==> config.mk <==
export PLATFORM = sky130hd
export DESIGN_NAME = uart_alu_packet_engine
export DESIGN_NICKNAME = d
export VERILOG_FILES = /design/src/rtl/uart_alu_pkg.sv /design/src/rtl/uart_alu_result_ser.sv /design/src/rtl/uart_alu_packet_engine.sv
export SDC_FILE = /design/constraint.sdc
export NUM_CORES = 1
export LEC_CHECK = 0
export CELL_PAD_IN_SITES_DETAIL_PLACEMENT = 1
export CELL_PAD_IN_SITES_GLOBAL_PLACEMENT = 2
export CORE_ASPECT_RATIO = 0.6
export CORE_UTILIZATION = 45
export DETAILED_ROUTE_END_ITERATION = 8
export DONT_BUFFER_PORTS = 1
export PLACE_DENSITY_LB_ADDON = 0.15
export SLEW_MARGIN = 20
export SYNTH_ARGS = -nofsm -noshare
export SYNTH_HDL_FRONTEND = slang
export SYNTH_SLANG_ARGS = --single-unit
export TNS_END_PERCENT = 30
==> constraint.sdc <==
create_clock -name clk_i -period 6.4 [get_ports clk_i]
set_clock_uncertainty 0.05 [all_clocks]
set_input_delay 0.64 -clock clk_i [delete_from_list [all_inputs] [get_ports clk_i]]
set_output_delay 0.64 -clock clk_i [all_outputs]
set_load 0.02 [all_outputs]
==> src/rtl/uart_alu_pkg.sv <==
// uart_alu_pkg: opcodes, FSM states and
// sizing constants for the packet engine.
package uart_alu_pkg;

  localparam int DATA_WIDTH    = 8;
  localparam int HDR_BYTES     = 4;
  localparam int OPERAND_BYTES = 4;

  typedef enum logic [7:0] {
    OPC_ADD  = 8'h01,
    OPC_ECHO = 8'hEC
  } opcode_e;

  typedef enum logic [2:0] {
    IDLE,
    HDR_RSVD,
    HDR_LEN_L,
    HDR_LEN_H,
    ECHO,
    ADD,
    DRAIN,
    RESULT
  } state_e;

endpackage

==> src/rtl/uart_alu_result_ser.sv <==
// uart_alu_result_ser: loads a 32-bit word and streams it LSB first.
// Ports: load/word in, AXI-Stream byte master out, done on last accept.
module uart_alu_result_ser
  import uart_alu_pkg::*;
(
  input  logic                  clk_i,
  input  logic                  rst_ni,
  input  logic                  load_i,
  input  logic [31:0]           word_i,
  output logic [DATA_WIDTH-1:0] m_axis_tdata,
  output logic                  m_axis_tvalid,
  input  logic                  m_axis_tready,
  output logic                  done_o
);

  logic [31:0] word_q;
  logic [1:0]  cnt_q;
  logic        valid_q;
  logic        fire;

  assign fire   = valid_q && m_axis_tready;
  assign done_o = fire &&
                  (cnt_q == 2'(OPERAND_BYTES - 1));

  always_ff @(posedge clk_i or negedge rst_ni) begin
    if (!rst_ni) begin
      word_q  <= '0;
      cnt_q   <= '0;
      valid_q <= 1'b0;
    end else if (load_i) begin
      word_q  <= word_i;
      cnt_q   <= '0;
      valid_q <= 1'b1;
    end else if (fire) begin
      word_q <= {8'h00, word_q[31:8]};
      cnt_q  <= cnt_q + 2'd1;
      if (done_o) valid_q <= 1'b0;
    end
  end

  assign m_axis_tdata  = word_q[7:0];
  assign m_axis_tvalid = valid_q;

endmodule

==> src/rtl/uart_alu_packet_engine.sv <==
// uart_alu_packet_engine: parses RX packets (opc, rsvd, len) and
// answers echo / 32-bit add on TX. Ports: RX/TX AXI-Stream, busy, bad_opcode.
module uart_alu_packet_engine
  import uart_alu_pkg::*;
(
  input  logic                  clk_i,
  input  logic                  rst_ni,
  input  logic [DATA_WIDTH-1:0] s_axis_tdata,
  input  logic                  s_axis_tvalid,
  output logic                  s_axis_tready,
  output logic [DATA_WIDTH-1:0] m_axis_tdata,
  output logic                  m_axis_tvalid,
  input  logic                  m_axis_tready,
  output logic                  busy_o,
  output logic                  bad_opcode_o
);

  state_e      state_q, state_d;
  logic [7:0]  opc_q, opc_d;
  logic [7:0]  len_l_q, len_l_d;
  logic [15:0] rem_q, rem_d;
  logic [31:0] acc_q, acc_d;
  logic [23:0] sh_q, sh_d;
  logic [1:0]  idx_q, idx_d;
  logic [7:0]  echo_q, echo_d;
  logic        ev_q, ev_d;
  logic        bad_q, bad_d;
  logic        live_q;

  logic        rx_fire;
  logic        last;
  logic [15:0] len;
  logic [15:0] hdr_rem;
  logic        ser_load;
  logic        ser_valid;
  logic        ser_done;
  logic [7:0]  ser_data;

  assign rx_fire = s_axis_tvalid && s_axis_tready;
  assign last    = (rem_q == 16'd1);
  assign len     = {s_axis_tdata, len_l_q};
  assign hdr_rem = (len < 16'(HDR_BYTES)) ? '0
                 : len - 16'(HDR_BYTES);

  // Load on the entry edge with the post-add value,
  // so the first result byte is valid right after entry.
  assign ser_load = (state_d == RESULT) &&
                    (state_q != RESULT);

  always_comb begin
    state_d       = state_q;
    opc_d         = opc_q;
    len_l_d       = len_l_q;
    rem_d         = rem_q;
    acc_d         = acc_q;
    sh_d          = sh_q;
    idx_d         = idx_q;
    echo_d        = echo_q;
    ev_d          = ev_q && !m_axis_tready;
    bad_d         = 1'b0;
    s_axis_tready = 1'b0;
    unique case (state_q)
      IDLE: begin
        // no new header while an echo byte is pending
        s_axis_tready = live_q && !ev_q;
        if (rx_fire) begin
          opc_d   = s_axis_tdata;
          state_d = HDR_RSVD;
        end
      end
      HDR_RSVD: begin
        s_axis_tready = 1'b1;
        if (rx_fire) state_d = HDR_LEN_L;
      end
      HDR_LEN_L: begin
        s_axis_tready = 1'b1;
        if (rx_fire) begin
          len_l_d = s_axis_tdata;
          state_d = HDR_LEN_H;
        end
      end
      HDR_LEN_H: begin
        s_axis_tready = 1'b1;
        if (rx_fire) begin
          rem_d = hdr_rem;
          if (opc_q == OPC_ECHO) begin
            state_d = (hdr_rem == '0) ? IDLE : ECHO;
          end else if (opc_q == OPC_ADD) begin
            acc_d   = '0;
            sh_d    = '0;
            idx_d   = '0;
            state_d = (hdr_rem == '0) ? RESULT : ADD;
          end else begin
            bad_d   = 1'b1;
            state_d = (hdr_rem == '0) ? IDLE : DRAIN;
          end
        end
      end
      ECHO: begin
        s_axis_tready = !ev_q || m_axis_tready;
        if (rx_fire) begin
          echo_d = s_axis_tdata;
          ev_d   = 1'b1;
          rem_d  = rem_q - 16'd1;
          if (last) state_d = IDLE;
        end
      end
      ADD: begin
        s_axis_tready = 1'b1;
        if (rx_fire) begin
          sh_d  = {s_axis_tdata, sh_q[23:8]};
          idx_d = idx_q + 2'd1;
          rem_d = rem_q - 16'd1;
          if (idx_q == 2'(OPERAND_BYTES - 1))
            acc_d = acc_q + {s_axis_tdata, sh_q};
          if (last) state_d = RESULT;
        end
      end
      DRAIN: begin
        s_axis_tready = 1'b1;
        if (rx_fire) begin
          rem_d = rem_q - 16'd1;
          if (last) state_d = IDLE;
        end
      end
      RESULT: begin
        if (ser_done) state_d = IDLE;
      end
      default: state_d = IDLE;
    endcase
  end

  always_ff @(posedge clk_i or negedge rst_ni) begin
    if (!rst_ni) begin
      state_q <= IDLE;
      opc_q   <= '0;
      len_l_q <= '0;
      rem_q   <= '0;
      acc_q   <= '0;
      sh_q    <= '0;
      idx_q   <= '0;
      echo_q  <= '0;
      ev_q    <= 1'b0;
      bad_q   <= 1'b0;
      live_q  <= 1'b0;
    end else begin
      state_q <= state_d;
      opc_q   <= opc_d;
      len_l_q <= len_l_d;
      rem_q   <= rem_d;
      acc_q   <= acc_d;
      sh_q    <= sh_d;
      idx_q   <= idx_d;
      echo_q  <= echo_d;
      ev_q    <= ev_d;
      bad_q   <= bad_d;
      live_q  <= 1'b1;
    end
  end

  uart_alu_result_ser u_ser (
    .clk_i         (clk_i),
    .rst_ni        (rst_ni),
    .load_i        (ser_load),
    .word_i        (acc_d),
    .m_axis_tdata  (ser_data),
    .m_axis_tvalid (ser_valid),
    .m_axis_tready (m_axis_tready),
    .done_o        (ser_done)
  );

  // echo register and serializer are never valid together
  assign m_axis_tvalid = ev_q || ser_valid;
  assign m_axis_tdata  = ser_valid ? ser_data : echo_q;
  assign busy_o        = (state_q != IDLE);
  assign bad_opcode_o  = bad_q;

endmodule
# [Word level (Yosys, flattened, before mapping)]
# Cells that the tools add are included.
# W data, S select, Z words.
[totals] output_inout_bits=12 ff_bits=139
[op_classes] mux=50 addsub=5 eq_ne=19 reduce_logical=26 magnitude_cmp=1
[ops] operator="$mux W32" n=7
[ops] operator="$mux W24" n=4
[ops] operator="$pmux W32 S2" n=1
[ops] operator="$mux W16" n=3
[ops] operator="$pmux W24 S2" n=1
[ops] operator="$mux W3" n=13
[ops] operator="$add A32 B32 Y32" n=1
[ops] operator="$pmux W16 S2" n=1
[ops] operator="$pmux W3 S7" n=1
[ops] operator="$eq A16 B1 Y1 const B" n=1
[ops] operator="$logic_not A16 Y1" n=1
[ops] operator="$lt A16 B3 Y1 const B" n=1
[ops] operator="$sub A16 B1 Y16 const B" n=1
[ops] operator="$sub A16 B3 Y16 const B" n=1
[ops] operator="$eq A3 B3 Y1 const B" n=5
[ops] operator="$mux W2" n=7
[ops] operator="$mux W1" n=9
[ops] operator="$eq A8 B1 Y1 const B" n=1
[ops] operator="$eq A8 B8 Y1 const B" n=1
[ops] operator="$mux W8" n=1
[ops] operator="$ne A2 B2 Y1 const B" n=4
[ops] operator="$reduce_and A2 Y1" n=4
[ops] operator="$reduce_bool A2 Y1" n=4
[ops] operator="$eq A3 B2 Y1 const B" n=2
[ops] operator="other kinds (17)" n=26

# [Longest topological paths before layout]
# Gate-level depths: netlist of the first run.
[depth] depth_word=12 depth_mapped=17

# [Hierarchy]
# A second synthesis of the first run with hierarchy kept.
[hier_totals] hier_cells=900 hier_area_um2=8466.9
[modules_own_cells] mod="uart_alu_packet_engine" cells_per_inst=707 instances=1 area_per_inst_um2=6513.7 seq_area_each_um2=2602.5
[modules_own_cells] mod="uart_alu_result_ser" cells_per_inst=193 instances=1 area_per_inst_um2=1953.1 seq_area_each_um2=875.8

# [Worst setup path before layout of the first run]
# No wires, ideal clock.
[synth_path] kind="input -> register" from="in s_axis_tdata[0]" to="reg u_ser.word_q[26]" required_ps=6225 stages=14 setup_ps=125 arrival_ps=3267 path_slack_ps=2957 cell_sequence="buf_2 nor3_2 nand2_1 or3_1 mux2_2 nor3_1 ha_1 a21oi_1 a21oi_1 o22ai_1 a21oi_2 nand4bb_1 buf_6 mux2_4"
[synth_between] elab_chain_cells=11 elab_cells_between_ends=19 cone_classes="add/sub (2); order compare (1); eq/ne (1); mux (12); reduce/logical (3)"
[synth_rtl] item="start: declaration" line_no="uart_alu_packet_engine.sv:8" text="input logic [DATA_WIDTH-1:0] s_axis_tdata,"
[synth_rtl] item="$sub A16 B3 Y16 / $lt A16 B3 Y1 (equally long branches)" line_no="uart_alu_packet_engine.sv:43, uart_alu_packet_engine.sv:42"
[synth_rtl] item="$mux W16 *" line_no="uart_alu_packet_engine.sv:42" text="assign hdr_rem = (len < 16'(HDR_BYTES)) ? '0"
[synth_rtl] item="$logic_not A16 Y1 *" line_no="uart_alu_packet_engine.sv:92, uart_alu_packet_engine.sv:95"
[synth_rtl] item="$mux W3 / $mux W2 (equally long branches)" line_no="uart_alu_packet_engine.sv:95, uart_alu_packet_engine.sv:92"
[synth_rtl] item="$mux W3 *" line_no="uart_alu_packet_engine.sv:88" text="end else if (opc_q == OPC_ADD) begin"
[synth_rtl] item="$mux W3 *" line_no="uart_alu_packet_engine.sv:86" text="if (opc_q == OPC_ECHO) begin"
[synth_rtl] item="$mux W3 *" line_no="uart_alu_packet_engine.sv:84" text="if (rx_fire) begin"
[synth_rtl] item="$pmux W3 S7 *" line_no="uart_alu_packet_engine.sv:62" text="unique case (state_q)"
[synth_rtl] item="via state_d[1]" line_no="uart_alu_packet_engine.sv:18" text="state_e state_q, state_d;"
[synth_rtl] item="$eq A3 B3 Y1 *" line_no="uart_alu_packet_engine.sv:47" text="assign ser_load = (state_d == RESULT) &&"
[synth_rtl] item="$logic_and A1 B1 Y1 *" line_no="uart_alu_packet_engine.sv:47"
[synth_rtl] item="$mux W32 / $reduce_bool A2 Y1 (equally long branches)"
[synth_rtl] item="end signal: assignment" line_no="uart_alu_result_ser.sv:31" text="word_q <= word_i;"
[synth_rtl] item="end signal: assignment" line_no="uart_alu_result_ser.sv:35" text="word_q <= {8'h00, word_q[31:8]};"
[synth_rtl] item="end: declaration" line_no="uart_alu_result_ser.sv:16" text="logic [31:0] word_q;"
# The timed path passes the listed nets; every way through them passes the cells marked *.
# A chain may end at the register's enable or synchronous reset.

# [Final worst setup path of the first run]
[layout_path] from="reg len_l_q[2]" to="reg u_ser.word_q[26]"
[layout_between] elab_chain_cells=11 elab_cells_between_ends=15 cone_classes="add/sub (1); order compare (1); eq/ne (1); mux (9); reduce/logical (3)"
[layout_rtl] item="start: declaration" line_no="uart_alu_packet_engine.sv:20" text="logic [7:0] len_l_q, len_l_d;"
[layout_rtl] item="start signal: assignment" line_no="uart_alu_packet_engine.sv:149" text="len_l_q <= len_l_d;"
[layout_rtl] item="$sub A16 B3 Y16 / $lt A16 B3 Y1 (equally long branches)" line_no="uart_alu_packet_engine.sv:43, uart_alu_packet_engine.sv:42"
[layout_rtl] item="$mux W16 *" line_no="uart_alu_packet_engine.sv:42"
[layout_rtl] item="$logic_not A16 Y1 *" line_no="uart_alu_packet_engine.sv:92, uart_alu_packet_engine.sv:95"
[layout_rtl] item="$mux W3 / $mux W2 (equally long branches)" line_no="uart_alu_packet_engine.sv:95, uart_alu_packet_engine.sv:92"
[layout_rtl] item="$mux W3 *" line_no="uart_alu_packet_engine.sv:88"
[layout_rtl] item="$mux W3 *" line_no="uart_alu_packet_engine.sv:86"
[layout_rtl] item="$mux W3 *" line_no="uart_alu_packet_engine.sv:84"
[layout_rtl] item="$pmux W3 S7 *" line_no="uart_alu_packet_engine.sv:62"
[layout_rtl] item="via state_d[1]" line_no="uart_alu_packet_engine.sv:18"
[layout_rtl] item="$eq A3 B3 Y1 *" line_no="uart_alu_packet_engine.sv:47"
[layout_rtl] item="$logic_and A1 B1 Y1 *" line_no="uart_alu_packet_engine.sv:47"
[layout_rtl] item="$mux W32 / $reduce_bool A2 Y1 (equally long branches)"
# Marks and branches as above.

==> results of run 1 <==
-- metrics by stage --
stage / instances / hold WS [ps] / power (W) / utilization (%)
after floorplan: 840 / 294 / 0.00309 / -
after global placement: 1041 / 302 / 0.00358 / 47.5
after detailed placement: 1041 / 303 / 0.00367 / 47.5
after CTS: 1073 / 176 / 0.00473 / 51.0
after global routing: 1073 / 183 / 0.00506 / 51.0
final: 1073 / 101 / 0.00475 / 51.0
-- area by class of cell --
cell class	count	area [um2]	area share, %
flip-flops and latches	139	3480	39.4
clock buffers	19	443	5.01
repair buffers	7	72.6	0.821
inverters	21	78.8	0.892
multi-input cells	641	4330	49.0
well taps	234	293	3.31
clock inverters	12	141	1.60
-- path summary, 6_finish.rpt --
kind | startpoint | end | slack [ps] | cells past startpoint
worst max-delay path | len_l_q[2]$_DFFE_PN0P_ | u_ser.word_q[26]$_DFFE_PN0P_ | 1910 | 14
worst min-delay path | rst_ni | acc_q[24]$_DFF_PN0_ | 100 | 1
worst max register to register | len_l_q[2]$_DFFE_PN0P_ | u_ser.word_q[26]$_DFFE_PN0P_ | 1910 | 14
worst min register to register | acc_q[31]$_DFF_PN0_ | acc_q[31]$_DFF_PN0_ | 440 | 1
max in group asynchronous | rst_ni | u_ser.word_q[6]$_DFFE_PN0P_ | 5580 | 1
min in group clk_i | m_axis_tready | ev_q$_DFF_PN0_ | 250 | 1
-- cells in the mapped netlist (5+ instances only) --
library cell	count
sky130_fd_sc_hd__clkbuf_1	30
sky130_fd_sc_hd__xnor2_1	22
sky130_fd_sc_hd__o21a_1	17
sky130_fd_sc_hd__mux2_2	31
sky130_fd_sc_hd__inv_1	21
sky130_fd_sc_hd__and3_1	5
sky130_fd_sc_hd__o21ai_0	60
sky130_fd_sc_hd__dfrtp_1	139
sky130_fd_sc_hd__buf_6	6
sky130_fd_sc_hd__nand2_1	81
sky130_fd_sc_hd__nand4_1	7
sky130_fd_sc_hd__and2_1	5
sky130_fd_sc_hd__nor2_1	65
sky130_fd_sc_hd__xor2_1	12
sky130_fd_sc_hd__o21ai_1	7
sky130_fd_sc_hd__a31oi_1	5
sky130_fd_sc_hd__nand3_1	29
sky130_fd_sc_hd__a22oi_1	6
sky130_fd_sc_hd__a211oi_1	9
sky130_fd_sc_hd__nand2b_1	5
sky130_fd_sc_hd__nor4_1	12
sky130_fd_sc_hd__nor3_1	22
sky130_fd_sc_hd__o21bai_1	5
sky130_fd_sc_hd__or3_1	6
sky130_fd_sc_hd__a21o_1	20
sky130_fd_sc_hd__mux2i_1	17
sky130_fd_sc_hd__o211ai_1	6
sky130_fd_sc_hd__ha_1	37
sky130_fd_sc_hd__a21oi_1	58
sky130_fd_sc_hd__a22o_1	34
-- registers in the layout (all words and copies together), names as in the netlist --
name / cells
acc_q: 32
bad_opcode_o: 1
echo_q: 8
ev_q: 1
idx_q: 2
len_l_q: 8
live_q: 1
opc_q: 8
rem_q: 16
sh_q: 24
state_q: 3
u_ser.cnt_q: 2
u_ser.m_axis_tvalid: 1
u_ser.word_q: 32
-- where the power goes --
group / internal [W] / switching (W) / total [W]
Combinational: 0.000853 / 0.00125 / 0.00210
Sequential: 0.00124 / 0.000394 / 0.00164
Clock: 0.000588 / 0.000418 / 0.00101
Total: 0.00268 / 0.00206 / 0.00475
-- logic make-up (layout without fill, tap and decap cells) --
group           count (synthesis)  in the layout  share of synthesized area, %
xor+xnor                       34             34                          3.70
buf+inv                        60             59                          3.40
other cells                     1              1                        0.0466
flops                         139            139                          43.2
compound gates                255            255                          20.9
simple gates                  263            263                          15.9
mux                            50             50                          6.82
fa+ha+maj                      38             38                          6.00
-- metal layers --
| layer | wire length, um | track usage, % | vias to the layer above |
|---|---|---|---|
| met4 | 343 | 7.33 | 0 |
| met1 | 13100 | 45.5 | 3461 |
| li1 | - | - | 3057 |
| met2 | 10300 | 40.0 | 203 |
| met5 | 0 | 0 | - |
| met3 | 1840 | 7.22 | 25 |
-- worst register-to-register path, delay by kind of cell (launching register included) --
kind / cells / cell delay (ps)
compound gates: 4 / 540
flops: 1 / 430
mux: 2 / 920
simple gates: 5 / 1860
fa+ha+maj: 2 / 400
buf+inv: 1 / 140
==> results list, run 1 <==
- The number of hold buffers added after CTS was 1.
* Syn Std Cell Area: 8050 um2
* Number of max-slew violations in the final report: 0
- Fillers: 1937
- The number of clock buffers added by TritonCTS is 17.
* Final setup violation count: 0
* Starting density of the core: 46.5%
- Peak Freq: 0.223 GHz
- Setup repair after global routing left no endpoint under its margin.
* DRT Wirelength: 25600 um
- Non-Filler Cell Area, Final: 8830 um2
- Counting every sink on the clock net gives 139.
- The worst hold path belongs to the class primary input to asynchronous set/reset pin.
- CP startpoint kind: flop
- The floorplan step defined a die boundary enclosing 18400 um2.
- Leading cell types in the layout, fill and taps excluded: 139 x sky130_fd_sc_hd__dfrtp_1, 81 x sky130_fd_sc_hd__nand2_1, 65 x sky130_fd_sc_hd__nor2_1
* Fraction of final layout cells sized beyond drive strength 1: 9.89%
- Cells traversed along the worst timing path: inv_1 -> ha_1 -> nor4b_4 -> nand2_1 -> or3_1 -> mux2_2 -> nor3_1 -> ha_1 -> a21oi_1 -> a21oi_1 -> o22ai_1 -> a21oi_2 -> nand4bb_4 -> mux2_4
- Largest net degree at the start of global routing: 140
- Highest net fanout along the worst path: 65
- The final route contains 6746 vias.
- The Yosys step of the flow raised 0 warnings.
* Most common library cell in the layout ignoring fill and taps: sky130_fd_sc_hd__dfrtp_1
- In this run the tightest slew margin relative to its limit is 31.2%.
* Clk root buf: sky130_fd_sc_hd__clkbuf_16
- Number of enable-type register cells in the synthesized netlist: 0
- Placer congestion estimate: 0.902
* Delay contributed by the slowest stage of the critical path: 740 ps
- Placement Setup Slack: 1990 ps
* Syn-to-layout area delta: 9.73%
- In the routed design, unresolved DRC markers number 0.
- For this run, asynchronously set or reset flops after synthesis account for 100%.
- Distinct cell type count after synthesis: 63
- Data on the critical path is required at its endpoint by 6650 ps.
- Gates resized, CTS repair: 0
- Number of diodes added for antenna fixing: 0
- Antenna Nets Post-Route: 0
- Run status: finished clean
* Global-route wire length before repair: 40500 um
* Post-CTS setup buffer count: 0
- Among all flip-flop cells after synthesis, the most frequent one is sky130_fd_sc_hd__dfrtp_1.
- Buffers placed on the I/O ports in this run total 0.
* Least setup slack across all paths after layout: 1910 ps
* Final layout net count: 877
* Register clock-pin slew on the reported worst setup and hold paths: 60 ps
- In the final routed layout, each cell accounts on average for 23.9 um.
- Post-synthesis sequential area ratio: 43.2%
* Startpoint-to-endpoint class of the critical path: flop to flop
- The routed design could run at a clock period as short as 4490 ps.
- Among all stages on the critical path, the largest delay is contributed by sky130_fd_sc_hd__nand4bb_4.
* Core Area: 17300 um2
* Maximum root-to-sink buffer count: 2
- Arrival time worst endpoint: 4750 ps
- After synthesis the netlist holds a flip-flop and latch count of 139.
- CTS H-Tree Depth: 4
- Peak supply drop: 0.000200 V
- Floorplan row count: 37
- At the pin with the least slew margin, the transition time is 1030 ps.
- Number of failing hold endpoints at the final stage: 0
- Avg Vias per Cell: 6.29
- The number of buffers and inverters on the critical path is 1.
* Net count after synthesis: 890
- TritonCTS built the clock tree.
* Vias in the first global route: 6785
- The clock reaches the later pin of the worst-skew pair after 430 ps.
- Horiz. Die Dim: 175 um
- Global routing usage summed across all routing layers: 29.3%
- The worst setup path is captured at a flop.
* Power density over the cells: 537 nW/um2
* Number of iterations in the first detailed-routing pass: 4
- After layout, the worst path uses 70.2% of the clock period.
* DP Wirelength: 18300 um
* Number of max-capacitance violations reported: 0
- After the first detailed-routing iteration, the DRC count stood at 522.
- In the final timing run, aggregate negative setup slack is 0 ps.
- Standard cell area after detailed placement: 8220 um2
* Post-synth top area cell: sky130_fd_sc_hd__dfrtp_1
* Synthesized instance count: 840
- Vertical extent of the die: 106 um
- Averaged over all synthesized cells, the footprint is 9.59 um2.
- Grouping stages by cell kind, the critical path spends the most delay in simple AND/OR/NAND/NOR gates.
- Pin placement for this block handled 24 I/O pins.
* Leakage power figure: 4.03 nW
- By area the synthesized netlist is led by sky130_fd_sc_hd__dfrtp_1 43%, sky130_fd_sc_hd__ha_1 5.7%, sky130_fd_sc_hd__mux2_2 4.3%, sky130_fd_sc_hd__nand2_1 3.8%, sky130_fd_sc_hd__o21ai_0 3.7%.
* Area share of the leading cell type in the synthesized netlist: 43.2%
- Grt ovf: 0
- Number of antenna violations at the first check in global routing: 0
(Power assumes the default switching activity.)
==> inputs of run 2 (changes only) <==
CORE_UTILIZATION = 42   (was 45)
clock period = 4.32 ns   (was 6.4 ns; I/O delays follow)
==> run 2 against run 1 <==
Effect of this change: fmax rose by 13%; non-clock buffer count rose by 9; sequential power rose by 46%; critical endpoint unchanged; setup slack got worse by 1600 ps; highest routed layer is now met5; critical path depth rose by 1; critical path type unchanged; cell area rose by 1.2%; largest power group unchanged; wire length fell by 2.1%; largest cell class unchanged.
==> results list, run 2 (synthesized netlist as in run 1, its figures left out) <==
- The signal arrival time at the worst endpoint came to 4240 ps (-510 ps).
- The worst-case reg-to-reg path depth came to 15 (+1).
* Leading cell types in the layout, fill and taps excluded: 139 x sky130_fd_sc_hd__dfrtp_1, 81 x sky130_fd_sc_hd__nand2_1, 65 x sky130_fd_sc_hd__nor2_1
- Fraction of final layout cells sized beyond drive strength 1: 10.5% (+0.59 points)
* Starting density of the core: 43.8% (-2.7 points)
* Syn-to-layout area delta: 11.1%
- The HPWL reported at the end of detailed placement was 18200 um (-0.17%).
* R2r endpoint: u_ser.word_q[26]$_DFFE_PN0P_
- The number of sinks on the clock net is 139 (unchanged).
- DRC Markers: 0 (unchanged)
* Gates resized, CTS repair: 0 (unchanged)
- The post-placement setup slack is 398 ps (-1600 ps).
* Clock buffers created by TritonCTS: 17 (unchanged)
- The first-iteration detailed-routing DRC count is 554 (+6.1%).
* Peak supply drop: 0.000330 V (+65%)
- Fillers: 2091 (+8.0%)
* Maximum root-to-sink buffer count: 2 (unchanged)
* Startpoint-to-endpoint class of the critical path: flop to flop
- The pin count of the biggest net entering global routing is 140 (unchanged).
- Grt ovf: 0 (unchanged)
- The count of H-tree levels built during CTS came to 4 (unchanged).
- The first-pass GRT wire length came to 39900 um (-1.5%).
* Time the final worst path needs with I/O delays and setup: 3980 ps (-515 ps)
* Number of max-slew violations in the final report: 0 (unchanged)
* Vias in the first global route: 6673 (-1.7%)
* Peak Freq: 0.252 GHz (+13%)
* Global routing usage summed across all routing layers: 27.1% (-2.1 points)
* Min-Delay Endpoint: ev_q$_DFF_PN0_
- Floorplan row count: 38 (+2.7%)
- The iteration count of the initial detailed-routing pass was 5 (+1).
- The area used by multi-input combinational logic came to 4320 um2 (-0.14%).
- The library cell used most frequently in the layout, excluding fill and tap cells, is sky130_fd_sc_hd__dfrtp_1.
- Sequential cell area: 3480 um2 (unchanged)
- The register clock-pin slew on the reported worst setup and hold paths is 60 ps (about the same).
- Antenna Nets Post-Route: 0 (unchanged)
- Counting instances, the worst hold path has a depth of 1.
- The root buffer cell chosen for the clock tree is sky130_fd_sc_hd__clkbuf_16.
- The routed length per instance was 23.0 um (-3.8%).
- Final layout net count: 886 (+1.0%)
* Leakage power figure: 4.08 nW (+1.2%)
- The highest fanout seen on the critical path is 36 (-45%).
- Number of antenna violations at the first check in global routing: 2 (+2)
* Avg Vias per Cell: 6.16 (-2.1%)
- Placer congestion estimate: 0.879 (-2.6%)
- The number of buffer and inverter instances along the worst setup path was 2 (+1).
- The min-delay analysis places its worst path in the category primary input to flop.
* Core Area: 18400 um2 (+6.3%)
- Pin slew with the least headroom to its limit: 1050 ps (+13.8 ps)
* Final cycle utilization of the critical path: 92.0% (+22 points)
- Top-Level Pins: 24 (unchanged)
- CP startpoint kind: flop
* Kind of capture point of the worst setup path: flop
- In this run the critical register-to-register path is launched from len_l_q[2]$_DFFE_PN0P_.
* Layout Utilization: 48.6% (-2.4 points)
* Power density over the cells: 787 nW/um2 (+47%)
- Among all stages on the critical path, the largest delay is contributed by sky130_fd_sc_hd__dfrtp_1.
- Traced cell by cell, the critical path runs through inv_1 -> ha_1 -> nor4b_4 -> nand2_1 -> or3_1 -> mux2_2 -> nor3_1 -> ha_1 -> a21oi_1 -> a21oi_1 -> o22ai_1 -> a21oi_2 -> nand4bb_4 -> buf_12 -> mux2_4.
- The number of placed instances with taps included came to 1055 (+1.3%).
* Number of failing hold endpoints at the final stage: 0 (unchanged)
- The setup violation total in the final timing report is 0 (unchanged).
* Post-CTS setup buffer count: 0 (unchanged)
- The headroom to the max-slew limit was 29.6% (-1.6 points).
- Delay contributed by the slowest stage of the critical path: 430 ps (-310 ps)
* DRT Wirelength: 25100 um (-2.1%)
* Launch instance of the worst min-delay path: m_axis_tready
* Accumulated negative setup slack: 0 ps (unchanged)
* RSZ-0062 raised after global routing: false
* Run status: finished clean
- The width of the die is 181 um (+3.5%).
* Largest registers: acc_q: 32 flops, u_ser.word_q: 32 flops, sh_q: 24 flops
- Count of buffers inserted at the top-level ports: 0 (unchanged)
* Register-to-register setup slack: 340 ps (-1560 ps)
- Routed via count: 6723 (-0.34%)
- Final non-filler cell total: 1092 (+1.8%)
- The post-route worst setup slack came to 345 ps (-1560 ps).
- TritonCTS built the clock tree.
- The required time reported for the critical path endpoint was 4590 ps (-2060 ps).
- The die area is 19700 um2 (+7.0%).
- On the critical path the largest part of the delay comes from simple AND/OR/NAND/NOR gates.
- Worst-Skew Late Latency: 440 ps (about the same)
* Number of max-capacitance violations reported: 0 (unchanged)
- The height of the die came to 109 um (+3.4%).
==> run 2: cell types whose count changed in the layout (fill, tap and decap cells not counted), sizes merged <==
| cell | before | now |
|---|---|---|
| bufinv | 2 | 3 |
| inv | 24 | 23 |
| clkinvlp | 1 | 2 |
| dlygate4sd3 | 0 | 1 |
| buf | 7 | 15 |
| diode | 0 | 3 |
==> run 2: layout make-up <==
class / instances / area share, %
Timing Repair Buffer: 16 / 1.73
Antenna cell: 3 / 0.0840
Inverter: 21 / 0.881
Clock inverter: 13 / 1.87
Multi-Input combinational cell: 641 / 48.3
Sequential cell: 139 / 38.9
Tap cell: 240 / 3.36
Clock buffer: 19 / 4.84
==> run 2: power breakdown <==
group | internal (W) | switching, W
registers | 0.00184 | 0.000549
clock network | 0.000912 | 0.000610
logic | 0.00129 | 0.00184
total | 0.00404 | 0.00300
==> run 2: routing by layer <==
| layer | vias to the layer above | track usage, % | routed length [um] |
|---|---|---|---|
| met5 | - | 0 | 10 |
| met4 | 2 | 6.84 | 227 |
| met3 | 18 | 7.15 | 1730 |
| met2 | 171 | 36.8 | 9940 |
| met1 | 3435 | 41.7 | 13200 |
| li1 | 3097 | - | - |
==> run 2: worst reg2reg max path, cell delays in order (launching register included) <==
cell and delay (ps):
sky130_fd_sc_hd__dfrtp_1 430, sky130_fd_sc_hd__inv_1 120, sky130_fd_sc_hd__ha_1 240, sky130_fd_sc_hd__nor4b_4 410, sky130_fd_sc_hd__nand2_1 180, sky130_fd_sc_hd__or3_1 340
sky130_fd_sc_hd__mux2_2 310, sky130_fd_sc_hd__nor3_1 210, sky130_fd_sc_hd__ha_1 260, sky130_fd_sc_hd__a21oi_1 120, sky130_fd_sc_hd__a21oi_1 90, sky130_fd_sc_hd__o22ai_1 210
sky130_fd_sc_hd__a21oi_2 80, sky130_fd_sc_hd__nand4bb_4 230, sky130_fd_sc_hd__buf_12 240, sky130_fd_sc_hd__mux2_4 330
==> run 2: worst max path at each step <==
stage	startpoint	endpoint	slack, ps	cells after the start
after floorplan	len_l_q[2]$_DFFE_PN0P_	u_ser.word_q[26]$_DFFE_PN0P_	1030	15
after global placement	len_l_q[2]$_DFFE_PN0P_	u_ser.word_q[26]$_DFFE_PN0P_	590	15
after detailed placement	len_l_q[2]$_DFFE_PN0P_	u_ser.word_q[31]$_DFFE_PN0P_	400	15
after CTS	len_l_q[2]$_DFFE_PN0P_	u_ser.word_q[26]$_DFFE_PN0P_	360	15
after global routing	len_l_q[2]$_DFFE_PN0P_	u_ser.word_q[31]$_DFFE_PN0P_	70	15
final	len_l_q[2]$_DFFE_PN0P_	u_ser.word_q[26]$_DFFE_PN0P_	340	15
==> run 2: timing repair <==
action | CTS | global route
endpoints found under the setup margin | 0 | 0
endpoints found under the hold margin | 139 | 0
hold buffers | 2 | 0
==> run 2: per-stage QoR <==
stage                     power [W]  cell area (um2)  hold slack (ps)
final                       0.00704             8940             37.3
after floorplan             0.00457             8050             86.4
after detailed placement    0.00545             8300             92.2
after CTS                   0.00703             8930             25.4
after global placement      0.00530             8300             93.6
after global routing        0.00751             8940             40.5
==> inputs of run 3 (changes only) <==
CORE_UTILIZATION = 40   (was 42)
==> run 3 against run 2 <==
Effect of this change: count of clock-buffer cells in the layout is 3 higher; cell area is essentially flat; critical path type unchanged; final cell count is 2.0% higher; fmax is 0.68% higher; non-clock buffer count shrank 1; sequential share of layout area about the same; global-route usage up 0.16 points; via count is 0.76% lower; combinational power rose by 2%.
==> results list, run 3 (synthesized netlist as in run 1, its figures left out) <==
- Syn-to-layout area delta: 11.2% (about the same)
- Core Area: 19400 um2 (+5.3%)
- Largest net degree at the start of global routing: 140 (unchanged)
- Clock tree from TritonCTS: done
* Average routed wire per standard cell: 23.6 um (+2.6%)
- Walking the worst path, the cells encountered are ha_1 -> fa_1 -> a211oi_1 -> o211ai_1 -> a41oi_1 -> o211ai_1 -> a2111oi_2 -> o21ai_0 -> xnor2_1 -> o21ai_0 -> mux2_4.
* Arrival time worst endpoint: 4220 ps (-20 ps)
- Relative slew margins: 27.4% (-2.2 points)
* Accumulated negative setup slack: 0 ps (unchanged)
* Time the final worst path needs with I/O delays and setup: 3950 ps (-26.8 ps)
- The via count of the routed design came to 6672 (-0.76%).
* Worst Path Required: 4600 ps (about the same)
- Most common library cell in the layout ignoring fill and taps: sky130_fd_sc_hd__dfrtp_1
- Start of the worst register-to-register path: acc_q[0]$_DFF_PN0_
- The highest fanout seen on the critical path is 4 (-89%).
- Global-route wire length before repair: 41600 um (+4.4%)
* Maximum root-to-sink buffer count: 2 (unchanged)
- The fraction of the cycle the final worst path needs came to 91.4% (-0.62 points).
* Least setup slack across all paths after layout: 372 ps (+26.8 ps)
- The tree is rooted in a sky130_fd_sc_hd__clkbuf_16.
- The antenna cell count came to 0 (-3).
- Die ar.: 20700 um2 (+4.9%)
- The largest vdd supply drop came to 0.000369 V (+12%).
- Final setup violation count: 0 (unchanged)
* Kind of capture point of the worst setup path: flop
- Worst R2R Path Depth: 11 (-4)
* Avg Vias per Cell: 5.99 (-2.7%)
- Starting density of the core: 41.6% (-2.2 points)
- The first-iteration detailed-routing DRC count is 557 (+0.54%).
* Antenna Nets Post-Route: 0 (unchanged)
- Leakage power figure: 4.07 nW (-0.26%)
- Sequential cell area: 3480 um2 (unchanged)
- DRT Wirelength: 26300 um (+4.7%)
- The number of gates resized after cts came to 0 (unchanged).
* DP Wirelength: 18700 um (+2.4%)
* Vertical extent of the die: 112 um (+2.4%)
- Number of max-capacitance violations reported: 0 (unchanged)
- Run status: finished clean
- The number of hold buffers added after cts came to 2 (unchanged).
- The worst-skew pair later-pin latency was 440 ps (about the same).
- Post-CTS setup buffer count: 0 (unchanged)
- The via count of the first global-routing pass was 6913 (+3.6%).
- The endpoint identified for the worst register-to-register timing path is u_ser.word_q[26]$_DFFE_PN0P_.
- Fraction of final layout cells sized beyond drive strength 1: 10.4% (-0.11 points)
* Grt ovf: 0 (unchanged)
* Placement Setup Slack: 481 ps (+82.3 ps)
- The iteration count of the initial detailed-routing pass is 5 (unchanged).
- The path class of the tightest hold or removal check is primary input to flop.
- In the layout the commonest cells are 139 x sky130_fd_sc_hd__dfrtp_1, 81 x sky130_fd_sc_hd__nand2_1, 65 x sky130_fd_sc_hd__nor2_1.
- RSZ-0062 raised after global routing: false
* Startpoint-to-endpoint class of the critical path: flop to flop
* Final total power: 0.00708 W (+0.48%)
- The slowest stage of the critical path is the sky130_fd_sc_hd__a41oi_1 cell.
* Register-to-register setup slack: 370 ps (+30 ps)
* Clock buffers created by TritonCTS: 17 (unchanged)
- Delay contributed by the slowest stage of the critical path: 570 ps (+140 ps)
- Top-Level Pins: 24 (unchanged)
* Fillers: 2203 (+5.4%)
* Count of buffers inserted at the top-level ports: 0 (unchanged)
- The number of design rule violations left after detail routing was 0 (unchanged).
* Register clock-pin slew on the reported worst setup and hold paths: 60 ps (about the same)
- The count of endpoints failing hold in the final timing report is 0 (unchanged).
- The area used by multi-input combinational logic is 4330 um2 (+0.23%).
- Largest registers: acc_q: 32 flops, u_ser.word_q: 32 flops, sh_q: 24 flops
- Floorplan row count: 39 (+2.6%)
- The number of nets in the layout was 885 (-0.11%).
* Power density over the cells: 791 nW/um2 (+0.40%)
- Placer congestion estimate: 0.860 (-2.1%)
- The worst hold path depth was 1 (unchanged).
* Min-Delay Endpoint: ev_q$_DFF_PN0_
- Number of max-slew violations in the final report: 0 (unchanged)
* Horiz. Die Dim: 185 um (+2.4%)
- The fmax was 0.253 GHz (+0.68%).
* Global routing usage summed across all routing layers: 27.3% (+0.16 points)
- The initial antenna violation count came to 0 (-2).
* Launch instance of the worst min-delay path: m_axis_tready
- CTS H-Tree Depth: 4 (unchanged)
- The worst setup path is launched from a flop.
- The slew at the pin with the worst max-slew slack came to 1090 ps (+42.9 ps).
- Sink count of the clock tree: 139 (unchanged)
run 3: cell types whose count changed in the layout (fill, tap and decap cells not counted), sizes merged:
cell,previous run,this run
clkinv,6,5
buf,15,14
bufinv,3,2
inv,23,22
diode,3,0
clkbuf,19,22
run 3: worst max-delay path by stage:
stage,endpoint,start,depth (start not counted),slack (ps)
after floorplan,u_ser.word_q[26]$_DFFE_PN0P_,len_l_q[2]$_DFFE_PN0P_,15,1030
after global placement,u_ser.word_q[26]$_DFFE_PN0P_,acc_q[0]$_DFF_PN0_,11,550
after detailed placement,u_ser.word_q[26]$_DFFE_PN0P_,len_l_q[2]$_DFFE_PN0P_,15,480
after CTS,u_ser.word_q[26]$_DFFE_PN0P_,len_l_q[2]$_DFFE_PN0P_,15,440
after global routing,u_ser.word_q[31]$_DFFE_PN0P_,len_l_q[2]$_DFFE_PN0P_,15,40
final,u_ser.word_q[26]$_DFFE_PN0P_,acc_q[0]$_DFF_PN0_,11,370
run 3: worst max-delay path: cells and delay by family (launching register included):
kind / cells / cell delay, ps
adder cells (fa/ha/maj): 2 / 700
AO/OA/AOI/OAI: 7 / 2210
flip-flops: 1 / 380
multiplexers: 1 / 320
XOR/XNOR: 1 / 170
run 3: area by class of cell:
type,count,share of cell area (%)
Clock buffer,22,5.19
Tap cell,266,3.72
Multi-Input combinational cell,641,48.4
Clock inverter,10,1.30
Inverter,21,0.881
Sequential cell,139,38.9
Timing Repair Buffer,15,1.65
run 3: power by group:
part           internal [W]  switching [W]  total [W]  leakage [nW]
clock network      0.000880       0.000609    0.00149         0.280
logic               0.00129        0.00189    0.00319          2.01
registers           0.00184       0.000553    0.00240          1.78
total               0.00402        0.00306    0.00708          4.07
run 3: routing by layer:
layer	global-route usage (%)	up-vias	share of wire [%]
li1	-	3077	-
met1	43.3	3414	54
met2	36.1	152	40
met3	5.40	29	5.1
met4	9.04	0	1.4
met5	0	-	0
run 3: metrics by stage:
stage | instances | instance area [um2] | utilization, % | hold WS [ps]
2_1_floorplan | 840 | 8050 | - | 86.4
3_3_place_gp | 1080 | 8320 | 43.0 | 89.4
3_5_place_dp | 1080 | 8330 | 43.0 | 88.9
4_1_cts | 1114 | 8950 | 46.2 | 20.6
5_1_grt | 1114 | 8950 | 46.2 | 37.0
6_report | 1114 | 8950 | 46.2 | 28.5
